$ cat src/rtl/output_bram_drain_pkg.sv
// Shared types and constants for the output BRAM drain engine.
package output_bram_drain_pkg;

  typedef enum logic [1:0] {
    ST_IDLE  = 2'd0,
    ST_ISSUE = 2'd1,
    ST_WAIT  = 2'd2,
    ST_DONE  = 2'd3
  } state_e;

  localparam int RD_LAT_1DCONV    = 2;
  localparam int RD_LAT_TRANSCONV = 1;

  localparam logic CONV_1D    = 1'b0;
  localparam logic CONV_TRANS = 1'b1;

endpackage

$ cat src/rtl/output_bram_drain_if.sv
// AXI-Stream link from the drain engine toward the DMA/host path.
// Valid/ready: a beat transfers on a cycle where tvalid && tready; once tvalid
// rises, tdata and tlast hold until that handshake.
interface output_bram_drain_if #(
  parameter int DW = 16
) ();
  logic [DW-1:0] tdata;
  logic          tvalid;
  logic          tready;
  logic          tlast;

  modport master (output tdata, output tvalid, output tlast, input tready);
  modport slave  (input tdata, input tvalid, input tlast, output tready);
endinterface

$ cat src/rtl/output_bram_drain_row_serializer.sv
// Two-slot ping-pong row buffer; emits the read slot lane by lane on AXIS.
module row_serializer #(
  parameter int DW        = 16,
  parameter int NUM_BRAMS = 16,
  parameter int ROWW      = 11
) (
  input  logic                    clk,
  input  logic                    rst_n,
  input  logic                    clear_i,
  input  logic                    cap_i,
  input  logic [NUM_BRAMS*DW-1:0] cap_data_i,
  input  logic [ROWW-1:0]         num_rows_i,
  output logic [1:0]              full_o,
  output_bram_drain_if.master     axis
);

  localparam int LW = $clog2(NUM_BRAMS);

  logic [NUM_BRAMS*DW-1:0] slot_q [2];
  logic [1:0]              full_q, full_d;
  logic                    wr_ptr_q, wr_ptr_d;
  logic                    rd_ptr_q, rd_ptr_d;
  logic [LW-1:0]           lane_q, lane_d;
  logic [ROWW-1:0]         row_q, row_d;
  logic                    last_lane, hs;

  assign last_lane   = (lane_q == LW'(NUM_BRAMS - 1));
  assign axis.tvalid = full_q[rd_ptr_q];
  assign axis.tdata  = slot_q[rd_ptr_q][lane_q*DW +: DW];
  assign axis.tlast  = axis.tvalid && last_lane && (row_q == num_rows_i - ROWW'(1));
  assign hs          = axis.tvalid && axis.tready;
  assign full_o      = full_q;

  // Capture only ever targets an empty slot, so free-then-set ordering is safe.
  always_comb begin
    full_d   = full_q;
    wr_ptr_d = wr_ptr_q;
    rd_ptr_d = rd_ptr_q;
    lane_d   = lane_q;
    row_d    = row_q;
    if (hs) begin
      lane_d = lane_q + LW'(1);
      if (last_lane) begin
        lane_d           = '0;
        full_d[rd_ptr_q] = 1'b0;
        rd_ptr_d         = ~rd_ptr_q;
        row_d            = row_q + ROWW'(1);
      end
    end
    if (cap_i) begin
      full_d[wr_ptr_q] = 1'b1;
      wr_ptr_d         = ~wr_ptr_q;
    end
  end

  always_ff @(posedge clk) begin
    if (!rst_n || clear_i) begin
      full_q   <= '0;
      wr_ptr_q <= 1'b0;
      rd_ptr_q <= 1'b0;
      lane_q   <= '0;
      row_q    <= '0;
    end else begin
      full_q   <= full_d;
      wr_ptr_q <= wr_ptr_d;
      rd_ptr_q <= rd_ptr_d;
      lane_q   <= lane_d;
      row_q    <= row_d;
    end
  end

  always_ff @(posedge clk) begin
    if (!rst_n) begin
      for (int s = 0; s < 2; s++) slot_q[s] <= '0;
    end else if (cap_i) begin
      slot_q[wr_ptr_q] <= cap_data_i;
    end
  end

endmodule

$ cat src/rtl/output_bram_drain.sv
// Drain engine: owns the output BRAM bank read port while busy and streams rows out.
// Optional build macro OUTPUT_DRAIN_PERF_EN adds the stall_cycles counter output.
module output_bram_drain
  import output_bram_drain_pkg::*;
#(
  parameter int DW         = 16,
  parameter int NUM_BRAMS  = 16,
  parameter int ADDR_WIDTH = 10
) (
  input  logic                            clk,
  input  logic                            rst_n,
  input  logic                            start,
  input  logic                            conv_mode,
  input  logic [ADDR_WIDTH-1:0]           base_addr,
  input  logic [ADDR_WIDTH:0]             num_rows,
  output logic                            ext_read_mode,
  output logic [NUM_BRAMS*ADDR_WIDTH-1:0] ext_read_addr_flat,
  output logic [NUM_BRAMS-1:0]            ext_enb,
  input  logic [NUM_BRAMS*DW-1:0]         rd_data_flat,
  output_bram_drain_if.master             m_axis,
`ifdef OUTPUT_DRAIN_PERF_EN
  output logic [31:0]                     stall_cycles,
`endif
  output logic                            busy,
  output logic                            done
);

  state_e                     state_q, state_d;
  logic                       mode_q;
  logic [ADDR_WIDTH-1:0]      base_q;
  logic [ADDR_WIDTH:0]        rows_q;
  logic [ADDR_WIDTH:0]        row_idx_q;
  logic [1:0]                 inflight_q;
  logic [RD_LAT_1DCONV-1:0]   dl_q;
  logic [1:0]                 full;
  logic [1:0]                 free_slots;
  logic                       start_acc, issue, last_issue, arrive, last_hs;
  logic [ADDR_WIDTH-1:0]      rd_addr;

  assign start_acc  = (state_q == ST_IDLE) && start;
  assign free_slots = 2'd2 - {1'b0, full[0]} - {1'b0, full[1]};
  // Reads in flight count against free slots so the buffer can never be overrun.
  assign issue      = (state_q == ST_ISSUE) && (free_slots > inflight_q);
  assign last_issue = issue && (row_idx_q == rows_q - (ADDR_WIDTH+1)'(1));
  assign arrive     = (mode_q == CONV_TRANS) ? dl_q[RD_LAT_TRANSCONV-1] : dl_q[RD_LAT_1DCONV-1];
  assign last_hs    = m_axis.tvalid && m_axis.tready && m_axis.tlast;
  assign rd_addr    = base_q + row_idx_q[ADDR_WIDTH-1:0];

  always_ff @(posedge clk) begin
    if (!rst_n) state_q <= ST_IDLE;
    else        state_q <= state_d;
  end

  always_comb begin
    state_d = state_q;
    case (state_q)
      ST_IDLE:  if (start) state_d = (num_rows == '0) ? ST_DONE : ST_ISSUE;
      ST_ISSUE: if (last_issue) state_d = ST_WAIT;
      ST_WAIT:  if (last_hs) state_d = ST_DONE;
      ST_DONE:  state_d = ST_IDLE;
      default:  state_d = ST_IDLE;
    endcase
  end

  always_comb begin
    ext_read_mode      = (state_q == ST_ISSUE) || (state_q == ST_WAIT);
    busy               = (state_q != ST_IDLE);
    done               = (state_q == ST_DONE);
    ext_enb            = {NUM_BRAMS{issue}};
    ext_read_addr_flat = {NUM_BRAMS{rd_addr}};
  end

  always_ff @(posedge clk) begin
    if (!rst_n) begin
      mode_q     <= CONV_1D;
      base_q     <= '0;
      rows_q     <= '0;
      row_idx_q  <= '0;
      inflight_q <= '0;
      dl_q       <= '0;
    end else if (start_acc) begin
      mode_q     <= conv_mode;
      base_q     <= base_addr;
      rows_q     <= num_rows;
      row_idx_q  <= '0;
      inflight_q <= '0;
      dl_q       <= '0;
    end else begin
      row_idx_q  <= row_idx_q + (ADDR_WIDTH+1)'(issue);
      inflight_q <= inflight_q + {1'b0, issue} - {1'b0, arrive};
      dl_q       <= {dl_q[RD_LAT_1DCONV-2:0], issue};
    end
  end

  row_serializer #(
    .DW        (DW),
    .NUM_BRAMS (NUM_BRAMS),
    .ROWW      (ADDR_WIDTH + 1)
  ) u_ser (
    .clk        (clk),
    .rst_n      (rst_n),
    .clear_i    (start_acc),
    .cap_i      (arrive),
    .cap_data_i (rd_data_flat),
    .num_rows_i (rows_q),
    .full_o     (full),
    .axis       (m_axis)
  );

`ifdef OUTPUT_DRAIN_PERF_EN
  logic [31:0] stall_q;

  always_ff @(posedge clk) begin
    if (!rst_n || start_acc)                                     stall_q <= '0;
    else if (m_axis.tvalid && !m_axis.tready && (stall_q != '1)) stall_q <= stall_q + 32'd1;
  end

  assign stall_cycles = stall_q;
`endif

endmodule

$ cat src/flat_wrapper.sv
// flat-port wrapper written by rule: the top's interface ports become plain ports
module output_bram_drain_flat import output_bram_drain_pkg::*;
#(
  parameter int DW         = 16,
  parameter int NUM_BRAMS  = 16,
  parameter int ADDR_WIDTH = 10
)
  (clk, rst_n, start, conv_mode, base_addr, num_rows, ext_read_mode, ext_read_addr_flat, ext_enb, rd_data_flat, busy, done, m_axis_tdata, m_axis_tvalid, m_axis_tlast, m_axis_tready);
  output_bram_drain_if #(.DW(DW)) m_axis_i ();
  input  logic clk;
  input  logic rst_n;
  input  logic start;
  input  logic conv_mode;
  input  logic [ADDR_WIDTH-1:0] base_addr;
  input  logic [ADDR_WIDTH:0] num_rows;
  output logic ext_read_mode;
  output logic [NUM_BRAMS*ADDR_WIDTH-1:0] ext_read_addr_flat;
  output logic [NUM_BRAMS-1:0] ext_enb;
  input  logic [NUM_BRAMS*DW-1:0] rd_data_flat;
  output logic busy;
  output logic done;
  output wire logic [$bits(m_axis_i.tdata)-1:0] m_axis_tdata;
  output wire logic [$bits(m_axis_i.tvalid)-1:0] m_axis_tvalid;
  output wire logic [$bits(m_axis_i.tlast)-1:0] m_axis_tlast;
  input wire logic [$bits(m_axis_i.tready)-1:0] m_axis_tready;
  assign m_axis_tdata = m_axis_i.tdata;
  assign m_axis_tvalid = m_axis_i.tvalid;
  assign m_axis_tlast = m_axis_i.tlast;
  assign m_axis_i.tready = m_axis_tready;
  output_bram_drain #(.DW(DW), .NUM_BRAMS(NUM_BRAMS), .ADDR_WIDTH(ADDR_WIDTH)) u_core (.clk(clk), .rst_n(rst_n), .start(start), .conv_mode(conv_mode), .base_addr(base_addr), .num_rows(num_rows), .ext_read_mode(ext_read_mode), .ext_read_addr_flat(ext_read_addr_flat), .ext_enb(ext_enb), .rd_data_flat(rd_data_flat), .m_axis(m_axis_i), .busy(busy), .done(done));
endmodule
$ cat config.mk
export PLATFORM = sky130hd
export DESIGN_NAME = output_bram_drain_flat
export DESIGN_NICKNAME = d
export VERILOG_FILES = /design/src/rtl/output_bram_drain_pkg.sv /design/src/rtl/output_bram_drain_if.sv /design/src/rtl/output_bram_drain_row_serializer.sv /design/src/rtl/output_bram_drain.sv /design/src/flat_wrapper.sv
export SDC_FILE = /design/constraint.sdc
export NUM_CORES = 1
export LEC_CHECK = 0
export ABC_AREA = 0
export CAP_MARGIN = 10
export CORE_MARGIN = 10
export CORE_UTILIZATION = 48
export DETAILED_ROUTE_END_ITERATION = 10
export PLACE_DENSITY = 0.86
export SYNTH_ARGS = -nofsm -noshare
export SYNTH_HDL_FRONTEND = slang
export SYNTH_SLANG_ARGS = --single-unit
$ cat constraint.sdc
create_clock -name clk -period 6.85 [get_ports clk]
set_input_delay 1.0275 -clock clk [delete_from_list [all_inputs] [get_ports clk]]
set_output_delay 1.0275 -clock clk [all_outputs]
set_load 0.005 [all_outputs]
==> results.md <==
- Average vias per placed instance: 5.54
- Antenna violations before repair: 30
- Overflow after GRT: 0
- Netlist area before placement: 27700 µm²
- Post-cts resize count: 0
- CP max stage delay: 0.86 ns
- Worst setup path category: flip-flop to output pin
- Crit path time final: 5.03 ns
- Routed Wire Length: 74700 µm
- Die footprint: 67700 µm²
- Std-Cell Core Area: 57500 µm²
- Die height: 260 µm
- Clk sinks: 571
- Req. time, crit path: 5.82 ns
- Area share of the largest cell type after synthesis: 55.5%
- Row cnt: 88
- Effective utilization at floorplan: 48.2%
- Syn Inst Count: 1918
- Post-DP HPWL: 51600 µm
- Share of flip-flops with an asynchronous set or reset after synthesis: 0%
- Worst clock skew: 0.0449 ns
- FF-to-FF Start: u_core.u_ser.lane_q[0]$_SDFFE_PP0P_
- Global Route met1 Usage: 26.2%
- Number of cells in the finished layout apart from fillers: 3021
- Depth of the worst hold-timing path: 2
- Fin nets: 2499
- Arrival time worst endpoint: 4.01 ns
- H-tree level count: 2
- Area overhead of the layout relative to synthesis: 22.1%
- Root buf cell: sky130_fd_sc_hd__clkbuf_16
- Main synth FF type: sky130_fd_sc_hd__edfxtp_1
- Post-CTS Hold Fix Bufs: 0
- Fmax: 199 MHz
- Count of endpoints failing hold in the final timing report: 0
- Number of global-route vias before repair: 17100
- Number of flops mapped to enable cells by yosys: 512
- Die W: 260 µm
- IR Drop Worst-Case VDD: 0.000217 V
- Crit path max-delay family: multiplexers
- Global-route track usage on met3: 7.78%
- Slew Limit Headroom: 18.5%
- Most frequent CP cell: sky130_fd_sc_hd__mux4_2
- Count of buffering cells on the critical path with inverters included: 2
- Reg clk slew, reported paths: 0.06 ns
- GR peak layer: met2
- Fraction of met2 tracks used by global routing: 33.5%
- Total setup buffers inserted after CTS: 0
- Pin count of the biggest net entering global routing: 136
- Count of placed standard cells including taps: 2897
- Worst hold-check slack: 0.474 ns
- Share of synthesized area occupied by flip-flops and latches: 59.8%
- Nature of the critical path startpoint: flip-flop
- Post-layout utilization of the core: 58.9%
- Total track usage: 21.4%
- Number of buffers inserted during clock tree synthesis: 58
- Post-Place Setup Slack: 2.41 ns
- Max-slew violation total from the final report: 0
- Buffer depth of the longest clock path: 3
- Worst Tran Pin Value: 1.22 ns
- Yosys warning count: 0
- Capture point of the worst reg-to-reg path: u_core.state_q[1]$_SDFFE_PN0P_
- Wire length per cell after detailed routing: 24.7 µm
- Skew-Pair Late Insertion Delay: 0.64 ns
- Outcome: finished clean
- Slack of the worst reg-to-reg path: 3.53 ns
- Drt first pass iters: 6
- Total via count in the routed design: 16700
- Net Count, Synth: 2225
- Max Cap Violations: 0
- Hold_sp: u_core.base_q[7]$_SDFFE_PN0P_
- Cell breakdown of the critical path: buf_12, mux4_2, mux4_2, mux2_2, clkdlybuf4s50_1
- Number of remaining DRC errors: 0
- Most instantiated cells after synthesis: 515 x sky130_fd_sc_hd__and2_1, 512 x sky130_fd_sc_hd__edfxtp_1, 167 x sky130_fd_sc_hd__buf_4, 160 x sky130_fd_sc_hd__mux4_2, 93 x sky130_fd_sc_hd__clkbuf_1
- Static leakage: 0.0120 µW
- Class of the most critical hold timing path: flip-flop to flip-flop
- Detailed router's first-iteration violation count: 2003
- Worst path setup slack after routing: 1.82 ns
- Setup-violating endpoint count in the final report: 0
- Worst hold endpoint: u_core.base_q[7]$_SDFFE_PN0P_
- Peak fanout along the critical path: 54
- Clock tree from TritonCTS: done
- Number of distinct library cells after synthesis: 60
- Register bit total from synthesis: 571
- R2R depth: 8
- Cell with the most instances after synthesis: sky130_fd_sc_hd__and2_1
- Top post-synthesis cells by area: sky130_fd_sc_hd__edfxtp_1 55%, sky130_fd_sc_hd__mux4_2 13%, sky130_fd_sc_hd__and2_1 12%
- Input/output buffers: 478
- Number of top-level pins: 479
- Share of the cycle needed by the critical path after routing: 73.5%
- GP Congestion: 0.862
- # fillers: 4218
- Top cell type by total area after synthesis: sky130_fd_sc_hd__edfxtp_1
- Power density over the cells: 257 nW/µm²
- Post-route antenna net violation count: 0
- Mapped Avg Cell Area: 14.4 µm²
- Unrepaired setup endpoints after global routing: no
- Critical Path Sink Type: output pin
- Proportion of layout cells with a drive suffix above 1: 12.8%
- Setup TNS Final: 0 ns
- First-pass GRT wire length: 108000 µm
- Cell at the slowest stage of the critical path: sky130_fd_sc_hd__dfxtp_4
-- layer usage --
| metal | up-vias | routed length [µm] |
|---|---|---|
| li1 | 7337 | - |
| met5 | - | 84 |
| met4 | 12 | 3060 |
| met2 | 861 | 35500 |
| met3 | 152 | 8890 |
| met1 | 8376 | 27100 |
-- cell type report --
| cell class | count | area, µm² | share of cell area [%] |
|---|---|---|---|
| repair buffers | 497 | 5000 | 14.8 |
| well taps | 765 | 957 | 2.83 |
| clock buffers | 77 | 1540 | 4.56 |
| diodes | 18 | 45.0 | 0.133 |
| inverters | 25 | 93.8 | 0.277 |
| multi-input cells | 1039 | 9380 | 27.7 |
| flip-flops and latches | 571 | 16600 | 49.0 |
| clock inverters | 29 | 254 | 0.751 |
-- report_power, final --
group          internal, µW  total (µW)  switching (µW)
combinational           846        1560             711
clock                  1700        3030            1330
sequential             4020        4120            97.8
total                  6560        8700            2140
-- per-stage QoR --
step           power (µW)  cell area, µm²
2_1_floorplan        5170           27700
3_3_place_gp         5710           32000
3_5_place_dp         5750           32000
4_1_cts              8760           33800
5_1_grt              9010           33800
6_report             8700           33800
-- state kept, by name, summed over array words and instances (netlist names), named ones only --
name                   flops
u_core.base_q             10
u_core.row_idx_q          11
u_core.u_ser.full_o        2
u_core.u_ser.slot_q      512
u_core.u_ser.wr_ptr_q      1
u_core.mode_q              1
u_core.inflight_q          2
u_core.rows_q             11
u_core.u_ser.lane_q        4
u_core.dl_q                2
u_core.u_ser.rd_ptr_q      1
u_core.state_q             2
u_core.u_ser.row_q        11
-- worst reg2reg max path: cells and delay by family, from the launching register on --
family          cells  cell delay [ns]
compound gates      3             0.96
fa+ha+maj           1             0.34
flops               1             0.95
simple gates        4             0.97
-- cells in the final DEF, fill, tap and decap left out, types with 4 or more instances in the layout --
| cell | count |
|---|---|
| sky130_fd_sc_hd__edfxtp_1 | 512 |
| sky130_fd_sc_hd__xnor2_1 | 27 |
| sky130_fd_sc_hd__diode_2 | 18 |
| sky130_fd_sc_hd__mux4_2 | 160 |
| sky130_fd_sc_hd__nor2_1 | 34 |
| sky130_fd_sc_hd__clkdlybuf4s50_1 | 478 |
| sky130_fd_sc_hd__nor3b_1 | 4 |
| sky130_fd_sc_hd__clkinv_1 | 12 |
| sky130_fd_sc_hd__ha_1 | 24 |
| sky130_fd_sc_hd__nor3_1 | 4 |
| sky130_fd_sc_hd__o21ai_0 | 12 |
| sky130_fd_sc_hd__xor2_1 | 23 |
| sky130_fd_sc_hd__nor4_1 | 5 |
| sky130_fd_sc_hd__dfxtp_1 | 55 |
| sky130_fd_sc_hd__nand4_1 | 5 |
| sky130_fd_sc_hd__clkbuf_1 | 18 |
| sky130_fd_sc_hd__inv_1 | 25 |
| sky130_fd_sc_hd__nand2_1 | 73 |
| sky130_fd_sc_hd__nand2b_1 | 4 |
| sky130_fd_sc_hd__and2_1 | 515 |
| sky130_fd_sc_hd__a21oi_1 | 22 |
| sky130_fd_sc_hd__buf_12 | 6 |
| sky130_fd_sc_hd__or3_1 | 9 |
| sky130_fd_sc_hd__nor2b_1 | 6 |
| sky130_fd_sc_hd__nand3_1 | 9 |
| sky130_fd_sc_hd__mux2_2 | 17 |
| sky130_fd_sc_hd__buf_4 | 13 |
| sky130_fd_sc_hd__clkinv_2 | 8 |
| sky130_fd_sc_hd__a21boi_0 | 23 |
| sky130_fd_sc_hd__o211ai_1 | 6 |
| sky130_fd_sc_hd__clkbuf_16 | 59 |
| sky130_fd_sc_hd__and3_1 | 8 |
-- cells by family after synthesis --
logic type      share of synthesized area (%)
fa+ha+maj                                1.16
compound gates                           2.28
flops                                    59.8
simple gates                             14.8
buf+inv                                  6.51
xor+xnor                                 1.75
mux                                      13.8
-- worst max-delay path by stage --
stage	from	to	slack, ns	cells after the start
floorplan	rst_n	u_core.u_ser.slot_q[1][0]$_SDFFCE_PN0P_	-0.53	2
global placement	u_core.row_idx_q[0]$_SDFF_PP0_	ext_read_addr_flat[98]	2.45	12
detailed placement	u_core.row_idx_q[0]$_SDFF_PP0_	ext_read_addr_flat[98]	2.41	12
CTS	flip-flop	m_axis_tdata[14]	1.72	5
global route	u_core.row_idx_q[0]$_SDFF_PP0_	ext_read_addr_flat[98]	1.45	12
finish	flip-flop	m_axis_tdata[12]	1.82	5
No activity file was read; power rests on OpenSTA's default activity.
==> RTL edit: new RTL, config.mk and constraints unchanged <==
Register the input `conv_mode` before use, without a reset. The logic sees it one clock later. The other inputs are not delayed to match.
--- a/src/rtl/output_bram_drain.sv
+++ b/src/rtl/output_bram_drain.sv
@@ -25,4 +25,10 @@
   output logic                            done
 );
+
+  logic conv_mode_q;
+
+  always_ff @(posedge clk) begin
+    conv_mode_q <= conv_mode;
+  end
 
   state_e                     state_q, state_d;
@@ -80,5 +86,5 @@
       dl_q       <= '0;
     end else if (start_acc) begin
-      mode_q     <= conv_mode;
+      mode_q     <= conv_mode_q;
       base_q     <= base_addr;
       rows_q     <= num_rows;
Function: changed (a bounded check fails within 4 cycles, from zero or initial values and one cycle with rst_n low).
==> RTL edit against the unedited design <==
Synthesized cell count is 0.83% lower; setup slack worse by 0.058 ns; utilization is 0.82 points higher; synthesized area is 0.53% lower; global-route usage is 0.86 points lower; design area is 0.14% lower; power is 1.2% lower; wire length is 4.3% lower; sequential cell count is 1 higher; critical endpoint is now ext_read_addr_flat[68]; largest cell class unchanged.
==> RTL edit: results (changes against the unedited design) <==
syn_nets: 2,209 (was 2,225)
hold slack: 0.476 ns (was 0.474 ns)
postcts setup bufs: 0 (unchanged)
Max Fanout on Critical Path: 16 (was 54)
peak per-stage delay on the critical path: 0.83 ns (was 0.86 ns)
Resized Gates After CTS: 0 (unchanged)
comb pwr: 1.28 mW (was 1.56 mW)
first-pass GRT wire length: 105,000 µm (was 108,000 µm)
Final Cell Area: 33,800 µm² (about the same)
largest net degree at the start of global routing: 257 (was 136)
Detailed Route WL: 71,500 µm (was 74,700 µm)
Nets: 2,482 (was 2,499)
FF-to-FF setup slack: 3.71 ns (was 3.53 ns)
final instance count without filler cells: 2,978 (was 3,021)
largest delay contributor family on the critical path: XOR/XNOR gates (was multiplexers)
Net Switching: 2.00 mW (was 2.14 mW)
TritonCTS buffer count: 57 (was 58)
sequential share of the synthesized area: 0.601 (was 0.598)
drt first pass iters: 5 (was 6)
Yosys cell types: 50 (was 60)
H-tree depth: 2 (unchanged)
Post-DP Area: 31,900 µm² (was 32,000 µm²)
initial antenna violation count: 8 (was 30)
slowest CP cell: xnor2_1 (was dfxtp_4)
Leakage: 12.0 nW (about the same)
Synth top cells by count: and2_1, edfxtp_1, buf_4 (unchanged)
Synth area leaders: edfxtp_1, mux4_2, and2_1, buf_4, dfxtp_1 (unchanged)
fill count: 4,048 (was 4,218)
clk pwr: 3.22 mW (was 3.03 mW)
All-Layer GR Usage: 0.205 (was 0.214)
outcome: completed (unchanged)
Via Count: 16.4k (was 16.7k)
worst slack at placement: 2.35 ns (was 2.41 ns)
WP data arrival: 4.06 ns (was 4.01 ns)
layout cell share with drive strength beyond 1: 0.133 (was 0.128)
vias in the first global route: 16.9k (was 17.1k)
Placer Congestion: 0.832 (was 0.862)
hpwl dp: 49,400 µm (was 51,600 µm)
dpl cells: 2,871 (was 2,897)
slew at the pin closest to its max-slew limit: 1.28 ns (was 1.22 ns)
[RTL edit: per-layer routing]
layer,routed length [µm],vias up,global-route usage
met5,43,-,0
met4,1660,6,0.0590
met3,7670,98,0.0601
met2,36200,845,0.354
met1,25900,8202,0.247
li1,-,7223,-
[RTL edit: kinds of logic after synthesis]
group	synth area share
simple gates	0.146
flops	0.601
fa+ha+maj	0.0116
compound gates	0.0189
buf+inv	0.0649
xor+xnor	0.0178
mux	0.140
[RTL edit: worst paths after layout]
path,from,end,depth (start not counted)
worst max-delay path,u_core.row_idx_q[0],ext_read_addr_flat[68],12
worst min-delay path,u_core.base_q[0],u_core.base_q[0],2
worst max register to register,u_core.u_ser.lane_q[0],u_core.state_q[1],8
worst min register to register,u_core.base_q[0],u_core.base_q[0],2
[RTL edit: final cells by class]
class,instances,share of cell area
sequential,572,0.491
multi-input combinational,1026,0.273
timing repair buffer,496,0.149
clock buffer,66,0.0432
tap,756,0.0280
clock inverter,38,0.0139
inverter,22,0.00244
antenna,2,0.000148
